$ cat src/rtl/pdm_pkg.sv
// Shared types and helpers for the stereo PDM CIC decimator.
package pdm_pkg;

    typedef enum logic {
        CH_L = 1'b0,
        CH_R = 1'b1
    } channel_e;

    // Accumulator width needed for a sinc^order filter decimating by rate.
    function automatic int unsigned cic_acc_w(input int unsigned order, input int unsigned rate);
        return order * $clog2(rate) + 2;
    endfunction

    // Clamp a signed value into the signed range of a w-bit word.
    function automatic logic [31:0] sat_trunc(input logic signed [63:0] x, input int unsigned w);
        logic signed [63:0] hi;
        logic signed [63:0] lo;
        hi = (64'sd1 <<< (w - 1)) - 64'sd1;
        lo = -hi - 64'sd1;
        if (x > hi) begin
            return hi[31:0];
        end else if (x < lo) begin
            return lo[31:0];
        end
        return x[31:0];
    endfunction

endpackage

$ cat src/rtl/pdm_cic_decim_cic_channel.sv
// One channel of the CIC decimator: N integrators, N combs and the output scaler.
module cic_channel
    import pdm_pkg::*;
#(
    parameter int unsigned ORDER    = 3,
    parameter int unsigned DEC_RATE = 64,
    parameter int unsigned OUT_W    = 16
) (
    input  logic                    clk,
    input  logic                    rst_n,
    input  logic                    clear,
    input  logic                    sample_en,
    input  logic                    sample_bit,
    input  logic                    frame_end,
    output logic signed [OUT_W-1:0] pcm,
    output logic                    pcm_valid
);

    localparam int unsigned ACC_W = cic_acc_w(ORDER, DEC_RATE);
    localparam int unsigned SHIFT = ACC_W - 1 - OUT_W;

    logic signed [ACC_W-1:0] integ     [ORDER];
    logic signed [ACC_W-1:0] integ_nxt [ORDER];
    logic signed [ACC_W-1:0] comb_dly  [ORDER];
    logic signed [ACC_W-1:0] comb_y    [ORDER];
    logic signed [ACC_W-1:0] x_in;
    logic signed [ACC_W-1:0] scaled;
    logic signed [OUT_W-1:0] pcm_nxt;

    // Integrator cascade uses each stage's freshly updated value so the chain
    // behaves as a pure 1/(1-z^-1)^N with no extra pipeline delay.
    always_comb begin
        x_in         = sample_bit ? ACC_W'(1) : '1;
        integ_nxt[0] = integ[0] + x_in;
        for (int unsigned i = 1; i < ORDER; i++) begin
            integ_nxt[i] = integ[i] + integ_nxt[i-1];
        end
    end

    // Comb cascade and scaling, evaluated from the integrator state at frame end.
    always_comb begin
        comb_y[0] = integ[ORDER-1] - comb_dly[0];
        for (int unsigned i = 1; i < ORDER; i++) begin
            comb_y[i] = comb_y[i-1] - comb_dly[i];
        end
        scaled  = comb_y[ORDER-1] >>> SHIFT;
        pcm_nxt = OUT_W'(sat_trunc({{(64-ACC_W){scaled[ACC_W-1]}}, scaled}, OUT_W));
    end

    // Filter state: integrators step on captures, combs step once per frame.
    always_ff @(posedge clk or negedge rst_n) begin
        if (!rst_n) begin
            for (int unsigned i = 0; i < ORDER; i++) begin
                integ[i]    <= '0;
                comb_dly[i] <= '0;
            end
            pcm       <= '0;
            pcm_valid <= 1'b0;
        end else if (clear) begin
            for (int unsigned i = 0; i < ORDER; i++) begin
                integ[i]    <= '0;
                comb_dly[i] <= '0;
            end
            pcm_valid <= 1'b0;
        end else begin
            if (sample_en) begin
                for (int unsigned i = 0; i < ORDER; i++) begin
                    integ[i] <= integ_nxt[i];
                end
            end
            if (frame_end) begin
                comb_dly[0] <= integ[ORDER-1];
                for (int unsigned i = 1; i < ORDER; i++) begin
                    comb_dly[i] <= comb_y[i-1];
                end
                pcm <= pcm_nxt;
            end
            pcm_valid <= frame_end;
        end
    end

endmodule

$ cat src/rtl/pdm_cic_decim.sv
// Stereo PDM-to-PCM decimator: PDM clock generation, L/R demux, two CIC
// channels, warm-up suppression and valid/ready output with overrun flag.
module pdm_cic_decim
    import pdm_pkg::*;
#(
    parameter int unsigned ORDER    = 3,
    parameter int unsigned DEC_RATE = 64,
    parameter int unsigned OUT_W    = 16,
    parameter int unsigned CLK_DIV  = 4
) (
    input  logic                    mclk1,
    input  logic                    reset_n,
    input  logic                    enable,
    output logic                    pdm_clk,
    input  logic                    mdata1,
    output logic signed [OUT_W-1:0] data_l,
    output logic signed [OUT_W-1:0] data_r,
    output logic                    data_valid,
    input  logic                    data_ready,
    output logic                    overrun,
    input  logic                    overrun_clr
);

    localparam int unsigned HALF  = CLK_DIV / 2;
    localparam int unsigned PH_W  = $clog2(CLK_DIV);
    localparam int unsigned PER_W = $clog2(DEC_RATE);
    localparam int unsigned WU_W  = $clog2(ORDER + 1);

    logic [PH_W-1:0]         phase;
    logic [PH_W-1:0]         phase_nxt;
    logic [PER_W-1:0]        period;
    logic [WU_W-1:0]         warm;
    logic [1:0]              cap;
    logic                    frame_end;
    logic signed [OUT_W-1:0] pcm [2];
    logic [1:0]              pcm_valid;
    logic                    frame_done;
    logic                    new_pair;
    logic                    ov_set;

    // Capture strobes at the last cycle of the high and low pdm_clk phases.
    always_comb begin
        cap         = '0;
        cap[CH_L]   = enable && (phase == PH_W'(HALF - 1));
        cap[CH_R]   = enable && (phase == PH_W'(CLK_DIV - 1));
        phase_nxt   = (phase == PH_W'(CLK_DIV - 1)) ? '0 : phase + 1'b1;
        frame_done  = pcm_valid[CH_L] & pcm_valid[CH_R];
        new_pair    = frame_done && (warm == WU_W'(ORDER));
        ov_set      = enable && new_pair && data_valid && !data_ready;
    end

    // Clock divider; pdm_clk is registered against the phase it will show.
    always_ff @(posedge mclk1 or negedge reset_n) begin
        if (!reset_n) begin
            phase   <= '0;
            pdm_clk <= 1'b0;
        end else if (!enable) begin
            phase   <= '0;
            pdm_clk <= 1'b0;
        end else begin
            phase   <= phase_nxt;
            pdm_clk <= (phase_nxt < PH_W'(HALF));
        end
    end

    // Period counter over right captures; flags the frame end one cycle later.
    always_ff @(posedge mclk1 or negedge reset_n) begin
        if (!reset_n) begin
            period    <= '0;
            frame_end <= 1'b0;
        end else if (!enable) begin
            period    <= '0;
            frame_end <= 1'b0;
        end else begin
            frame_end <= cap[CH_R] && (period == PER_W'(DEC_RATE - 1));
            if (cap[CH_R]) begin
                period <= (period == PER_W'(DEC_RATE - 1)) ? '0 : period + 1'b1;
            end
        end
    end

    cic_channel #(
        .ORDER    (ORDER),
        .DEC_RATE (DEC_RATE),
        .OUT_W    (OUT_W)
    ) u_cic_l (
        .clk        (mclk1),
        .rst_n      (reset_n),
        .clear      (!enable),
        .sample_en  (cap[CH_L]),
        .sample_bit (mdata1),
        .frame_end  (frame_end),
        .pcm        (pcm[CH_L]),
        .pcm_valid  (pcm_valid[CH_L])
    );

    cic_channel #(
        .ORDER    (ORDER),
        .DEC_RATE (DEC_RATE),
        .OUT_W    (OUT_W)
    ) u_cic_r (
        .clk        (mclk1),
        .rst_n      (reset_n),
        .clear      (!enable),
        .sample_en  (cap[CH_R]),
        .sample_bit (mdata1),
        .frame_end  (frame_end),
        .pcm        (pcm[CH_R]),
        .pcm_valid  (pcm_valid[CH_R])
    );

    // Warm-up frame count and the output register with valid/ready handshake.
    always_ff @(posedge mclk1 or negedge reset_n) begin
        if (!reset_n) begin
            warm       <= '0;
            data_l     <= '0;
            data_r     <= '0;
            data_valid <= 1'b0;
        end else if (!enable) begin
            warm       <= '0;
            data_valid <= 1'b0;
        end else begin
            if (frame_done && (warm != WU_W'(ORDER))) begin
                warm <= warm + 1'b1;
            end
            if (new_pair) begin
                data_l     <= pcm[CH_L];
                data_r     <= pcm[CH_R];
                data_valid <= 1'b1;
            end else if (data_valid && data_ready) begin
                data_valid <= 1'b0;
            end
        end
    end

    // Sticky overrun; a coincident set beats the clear.
    always_ff @(posedge mclk1 or negedge reset_n) begin
        if (!reset_n) begin
            overrun <= 1'b0;
        end else if (ov_set) begin
            overrun <= 1'b1;
        end else if (overrun_clr) begin
            overrun <= 1'b0;
        end
    end

endmodule

$ cat config.mk
export PLATFORM = sky130hd
export DESIGN_NAME = pdm_cic_decim
export DESIGN_NICKNAME = d
export VERILOG_FILES = /design/src/rtl/pdm_pkg.sv /design/src/rtl/pdm_cic_decim_cic_channel.sv /design/src/rtl/pdm_cic_decim.sv
export SDC_FILE = /design/constraint.sdc
export NUM_CORES = 1
export LEC_CHECK = 0
export BUFFER_PORTS_ARGS = -buffer_cell sky130_fd_sc_hd__buf_2
export CAP_MARGIN = 20
export CORE_MARGIN = 10
export CORE_UTILIZATION = 35
export CTS_BUF_LIST = sky130_fd_sc_hd__clkbuf_4 sky130_fd_sc_hd__clkbuf_8 sky130_fd_sc_hd__clkbuf_16
export CTS_CLUSTER_DIAMETER = 40
export DETAILED_ROUTE_END_ITERATION = 6
export PLACE_DENSITY = 0.53
export SLEW_MARGIN = 30
export SYNTH_ARGS = -nofsm -noshare
export SYNTH_HDL_FRONTEND = slang
export SYNTH_HIERARCHICAL = 1
export SYNTH_SLANG_ARGS = --single-unit
export TNS_END_PERCENT = 10
$ cat constraint.sdc
create_clock -name mclk1 -period 15.6 [get_ports mclk1]
set_input_delay 0.78 -clock mclk1 [delete_from_list [all_inputs] [get_ports mclk1]]
set_output_delay 0.78 -clock mclk1 [all_outputs]
set_load 0.1 [all_outputs]
# == Word level (Yosys, flattened, before mapping) ==
# Index checks and enable logic that the tools add are counted.
# word_totals
reg_bits,319
inputBits,6
out_inout_bits,35
wordCells,101
# classes
n_addsub,15
magnitude_cmp,5
n_eq_ne,10
muxes,34
n_reduce_logical,13
# op_table
op,count
2-to-1 mux 60 bit,8
adder 20 bit,6
subtractor 20 bit,6
2-to-1 mux 16 bit,6
> comparator 17 x 16 -> 1 bit (second input constant),2
< comparator 17 x 16 -> 1 bit (second input constant),2
2-to-1 mux 20 bit,1
2-to-1 mux 6 bit,3
2-to-1 mux 1 bit,12
logical AND 1 bit,9
2-to-1 mux 2 bit,4
!= test 2 x 1 -> 1 bit (second input constant),4
adder 6 x 1 -> 6 bit (second input constant),1
== test 6 bit (second input constant),1
adder 2 x 1 -> 2 bit (second input constant),2
== test 2 bit (second input constant),2
AND reduction 2 bit,2
!= test 3 x 1 -> 1 bit (second input constant),1
== test 2 x 1 -> 1 bit (second input constant),1
< comparator 2 bit (second input constant),1
!= test 2 bit (second input constant),1
nonzero test 2 bit,1
zero test 1 bit,1

# == Depth between registers and ports, before layout ==
# logic_depth
ltp_word,7
depth_mapped,31
ltp_nobuf,30

# == Modules after synthesis ==
# The synthesis kept the hierarchy.
# by_module_without_submodules
mod,n_inst,cells_per_inst,area_per_inst_um2,seq_area_each_um2
cic_channel (u_cic_r),1,1209,10827.9,3428.3
cic_channel (u_cic_l),1,1178,10587.7,3428.3
pdm_cic_decim,1,133,1980.6,1151.1

# == Worst setup path after synthesis ==
# Ideal clock, no wire load.
# synth_timing
kind,input to register
from,input port mdata1
to,register u_cic_r/integ[19] (netlist bit)
setup_ns,0.132
arrival_ns,5.978
required_ns,15.468
slack_ns,9.490
stages,27
path_buffers,0
cell_sequence,inv_1 -> ha_1 -> nor2b_1 -> o21ai_0 -> a21boi_0 -> o21ai_0 -> a21boi_0 -> o211a_1 -> o21a_1 -> o21ai_0 -> nand2b_1 -> xor2_1 -> ha_1 -> o21a_1 -> nor2_1 -> a211oi_1 -> nor2_1 -> xnor2_1 -> ha_1 -> nand3_1 -> a21oi_1 -> nor3_1 -> or4_1 -> and3_1 -> mux2_2 -> xnor2_1 -> nor2_1
# synth_via
elab_chain_cells,6
# synth_lines
item,line_no,source
from (decl),pdm_cic_decim.sv:15,"input logic mdata1,"
2-to-1 mux 20 bit,pdm_cic_decim_cic_channel.sv:33,x_in = sample_bit ? ACC_W'(1) : '1;
adder 20 bit,pdm_cic_decim_cic_channel.sv:34,integ_nxt[0] = integ[0] + x_in;
adder 20 bit (2 in a row),pdm_cic_decim_cic_channel.sv:36,integ_nxt[i] = integ[i] + integ_nxt[i-1];
2-to-1 mux 60 bit,pdm_cic_decim_cic_channel.sv:66,if (sample_en) begin
2-to-1 mux 60 bit,pdm_cic_decim_cic_channel.sv:59,end else if (clear) begin
"to (signal, indexed assignment)",pdm_cic_decim_cic_channel.sv:68,integ[i] <= integ_nxt[i];
to (decl),pdm_cic_decim_cic_channel.sv:22,logic signed [ACC_W-1:0] integ [ORDER];
# Every way passes these cells. The select of a mux whose other input is x is not followed.
# A chain may end at the register's enable or synchronous reset.

# == Worst setup path in the final report ==
# Ends and elaborated chain as after synthesis.

==> results by group <==
Status
  • Run status: complete, no violations

Die
  • Die Y: around 280 um
  • Initial cell density of the core: a little over a third
  • Core Box Area: between 0.06 and 0.07 mm2
  • FP Rows: 94
  • Die area: about 0.078 mm2
  • Die W: approximately 280 um
  • # IOs: 41

Worst setup path
  • Worst-path fanout max: 19
  • Worst reg2reg path startpoint: u_cic_r/integ[40]
  • R2r endpoint: u_cic_r/integ[19]
  • WS Path Type: in2reg
  • R2r setup slk: ~8.9 ns
  • Worst path required time: 16.07 ns
  • Reg2Reg Depth: 25
  • CP arrival: 7.49 ns
  • Worst setup EP type: flop
  • CP Launch Type: input port

Layout
  • Sequential cell area: 0.00801 mm2
  • Cell area after layout: 0.0265 mm2
  • Layout Area Growth over Synthesis: 13.4%
  • Final non-filler cell total: 3470
  • Util after Layout: about 40%
  • ANT cells: 0
  • Multi-input logic area: roughly 0.014 mm2
  • Layout Nets: between 2k and 3k
  • Fillcell total: between 6k and 7k
  • Layout cell share with drive strength beyond 1: under 10%

Yosys
  • YS warnings: 6
  • Synth area leaders: dfrtp_1 (34%), ha_1 (12%), mux2i_1 (8.4%), nor2_1 (5.7%), xnor2_1 (4.9%)
  • Async S/R FF share, synth: 100%
  • Post-synth top flop: dfrtp_1
  • Mapped Nets: about 2.8k
  • Mapped Cells: between 2k and 3k
  • Post-synth top area cell: dfrtp_1
  • Syn Area/Cell: ~9.3 um2
  • Post-synth EDFFs: 0
  • Mapped Area: 0.0234 mm2
  • Post-synthesis sequential area ratio: roughly a third
  • Distinct cells, synth: 99
  • Top-area cell type share of the netlist area: ~34%
  • #FFs+latches synth: between 300 and 400

Clocking
  • CTS sink count: 320
  • Post_cts resized: 0
  • Clock transition at path regs: roughly 0.06 ns
  • H-tree depth: 2
  • Hold_buf cts: 0
  • Worst-Skew Late Latency: around 0.62 ns
  • Post-CTS Setup Inserts: 0
  • Total CTS buffers: 58
  • Clk buf depth: 3
  • CTS root buf: clkbuf_16
  • CTS tree: done

Flow run
  • MaxCap Viol Count: 0

Global route
  • Vias in the first global route: about 18k
  • Met3 Usage GRT: 2.07%
  • First-pass GRT wire length: between 80000 and 90000 um
  • Largest net degree at the start of global routing: around 160
  • Met1 usage: between 15 and 20%
  • Antenna violations before repair: 1
  • Total Routing Usage GR: approximately an eighth
  • Global routing usage on met2: between 20% and 30%
  • GRT Residual Overflow: 0
  • Gr busiest metal: met2

STA
  • F_max: between 100 and 150 MHz
  • Setup violators final: 0
  • TNS Setup: 0 ns
  • Max_slew headroom: between 40% and 50%
  • Min Clock Period, post-route: about 7 ns
  • Period utilization: about 45%
  • Worst-margin pin slew: approximately 0.83 ns
  • Max-slew violations: 0
  • Skew final: ~0.024 ns
  • Final hold violation count: 0
  • Worst setup margin: about 8.6 ns
  • RSZ-0062 raised after global routing: false

Detailed routing
  • DR vias: approximately 18k
  • Final wirelength: 48900 um
  • Vias per inst: about 5
  • Routed Antenna Nets: 0
  • 1st-iter DRT viols: ~940
  • Drt first pass iters: 5
  • Drc violations: 0
  • Routed wire length per instance: between 10 and 15 um

Pwr
  • Worst IR drop on VDD: 176 uV
  • Leakage power: between 0.01 and 0.015 uW
  • P per Cell Area: 166 mW/mm2

Place
  • Placed inst area: around 0.024 mm2
  • RePlAce Congestion: approximately 0.82
  • Placed cells: between 3k and 4k
  • Worst slack, placed: 8.11 ns
  • Buffers added on ports: 40
  • Detail Placement HPWL: ~34000 um

Worst hold path
  • Worst hold path class: in2async
[stage by stage]
stage	hold slack (ns)	total power (uW)
floorplan	0.430	2730
global placement	0.446	3100
detailed placement	0.464	3140
CTS	0.302	4470
global route	0.0854	4760
finish	0.0735	4410
[routing by layer]
layer / vias to the layer above / wire (um) / share of wire [%]
li1: 8947 / - / -
met1: 8491 / 23800 / 49
met3: 68 / 1460 / 3.0
met4: 0 / 952 / 1.9
met2: 144 / 22700 / 46
met5: - / 0 / 0
[power breakdown]
part,total [uW],internal (uW),switching (uW)
Sequential,862,847,15.3
Combinational,2260,954,1310
Clock,1290,778,509
Total,4410,2580,1830
[kinds of logic after synthesis]
| logic type | count (synthesis) | synth area share, % |
|---|---|---|
| simple gates | 749 | 14.9 |
| compound gates | 529 | 15.3 |
| flops | 320 | 34.2 |
| mux | 229 | 10.4 |
| fa+ha+maj | 250 | 13.6 |
| buf+inv | 259 | 4.42 |
| xor+xnor | 184 | 7.11 |
[worst max-delay path, cell delays in order]
cell and delay, ns:
buf_2 0.20, inv_1 0.37, ha_1 0.50, nor2b_1 0.17
o21ai_0 0.12, a21boi_0 0.25, o21ai_0 0.15, a21boi_0 0.49
nor2_1 0.14, ha_1 0.34, a21boi_0 0.27, o21ai_0 0.15
a21boi_0 0.35, o21ai_0 0.25, a211oi_1 0.74, nor2_1 0.11
xnor2_1 0.16, ha_1 0.36, nand3_1 0.09, a21oi_1 0.19
nor3_1 0.11, or4_1 0.55, and3_1 0.18, mux2_2 0.27
xnor2_1 0.14, nor2_1 0.06
[state kept, by name, indices dropped and copies added (netlist names)]
name and cells:
u_cic_l/comb_dly 60, u_cic_l/integ 60, u_cic_r/comb_dly 60, u_cic_r/integ 60
data_l 16, data_r 16, u_cic_l/pcm 16, u_cic_r/pcm 16
period 6, phase 2, warm 2, data_valid 1
frame_end 1, overrun 1, pdm_clk 1, u_cic_l/pcm_valid 1
u_cic_r/pcm_valid 1
[layout make-up]
type                       instances  share of cell area [%]
clock inverter                    47                    1.92
clock buffer                      63                    5.68
tap                              864                    4.08
inverter                         184                    2.64
multi-input combinational       1941                    54.1
sequential                       320                    30.2
timing repair buffer              51                    1.35
[synth_stat cells, drive strengths merged (16+ instances only)]
| library cell | count |
|---|---|
| a211oi | 33 |
| a21boi | 16 |
| a21o | 58 |
| a21oi | 139 |
| a31oi | 19 |
| buf | 22 |
| clkbuf | 53 |
| dfrtp | 320 |
| ha | 228 |
| inv | 183 |
| mux2 | 33 |
| mux2i | 196 |
| nand2 | 128 |
| nand2b | 34 |
| nand3 | 37 |
| nand4 | 17 |
| nor2 | 354 |
| nor2b | 43 |
| nor3 | 44 |
| o21a | 31 |
| o21ai | 120 |
| or3 | 18 |
| xnor2 | 133 |
| xor2 | 49 |
[cells in the final DEF (no fill, tap or decap), drive strengths merged, types with 17 or more instances in the layout]
cell type	count
o21ai	120
nand2	128
nor2b	43
nand4	17
mux2i	196
mux2	33
nand2b	34
a21oi	139
a211oi	33
nand3	37
dfrtp	320
clkbuf	63
nor3	44
a21o	58
xor2	49
buf	51
xnor2	133
or3	18
o21a	31
ha	228
nor2	354
inv	207
a31oi	19
[how the worst max path moves through the flow]
stage           start                end  slack (ns)  depth (start not counted)
6_report       mdata1  u_cic_r/integ[19]        8.58                         26
5_1_grt        mdata1  u_cic_r/integ[19]        8.13                         26
4_1_cts        mdata1  u_cic_r/integ[19]        8.70                         26
3_5_place_dp   mdata1  u_cic_r/integ[19]        8.11                         26
3_3_place_gp   mdata1  u_cic_r/integ[19]        8.37                         26
2_1_floorplan  mdata1  u_cic_r/integ[19]        9.49                         27
No activity file was read; power rests on OpenSTA's default activity.
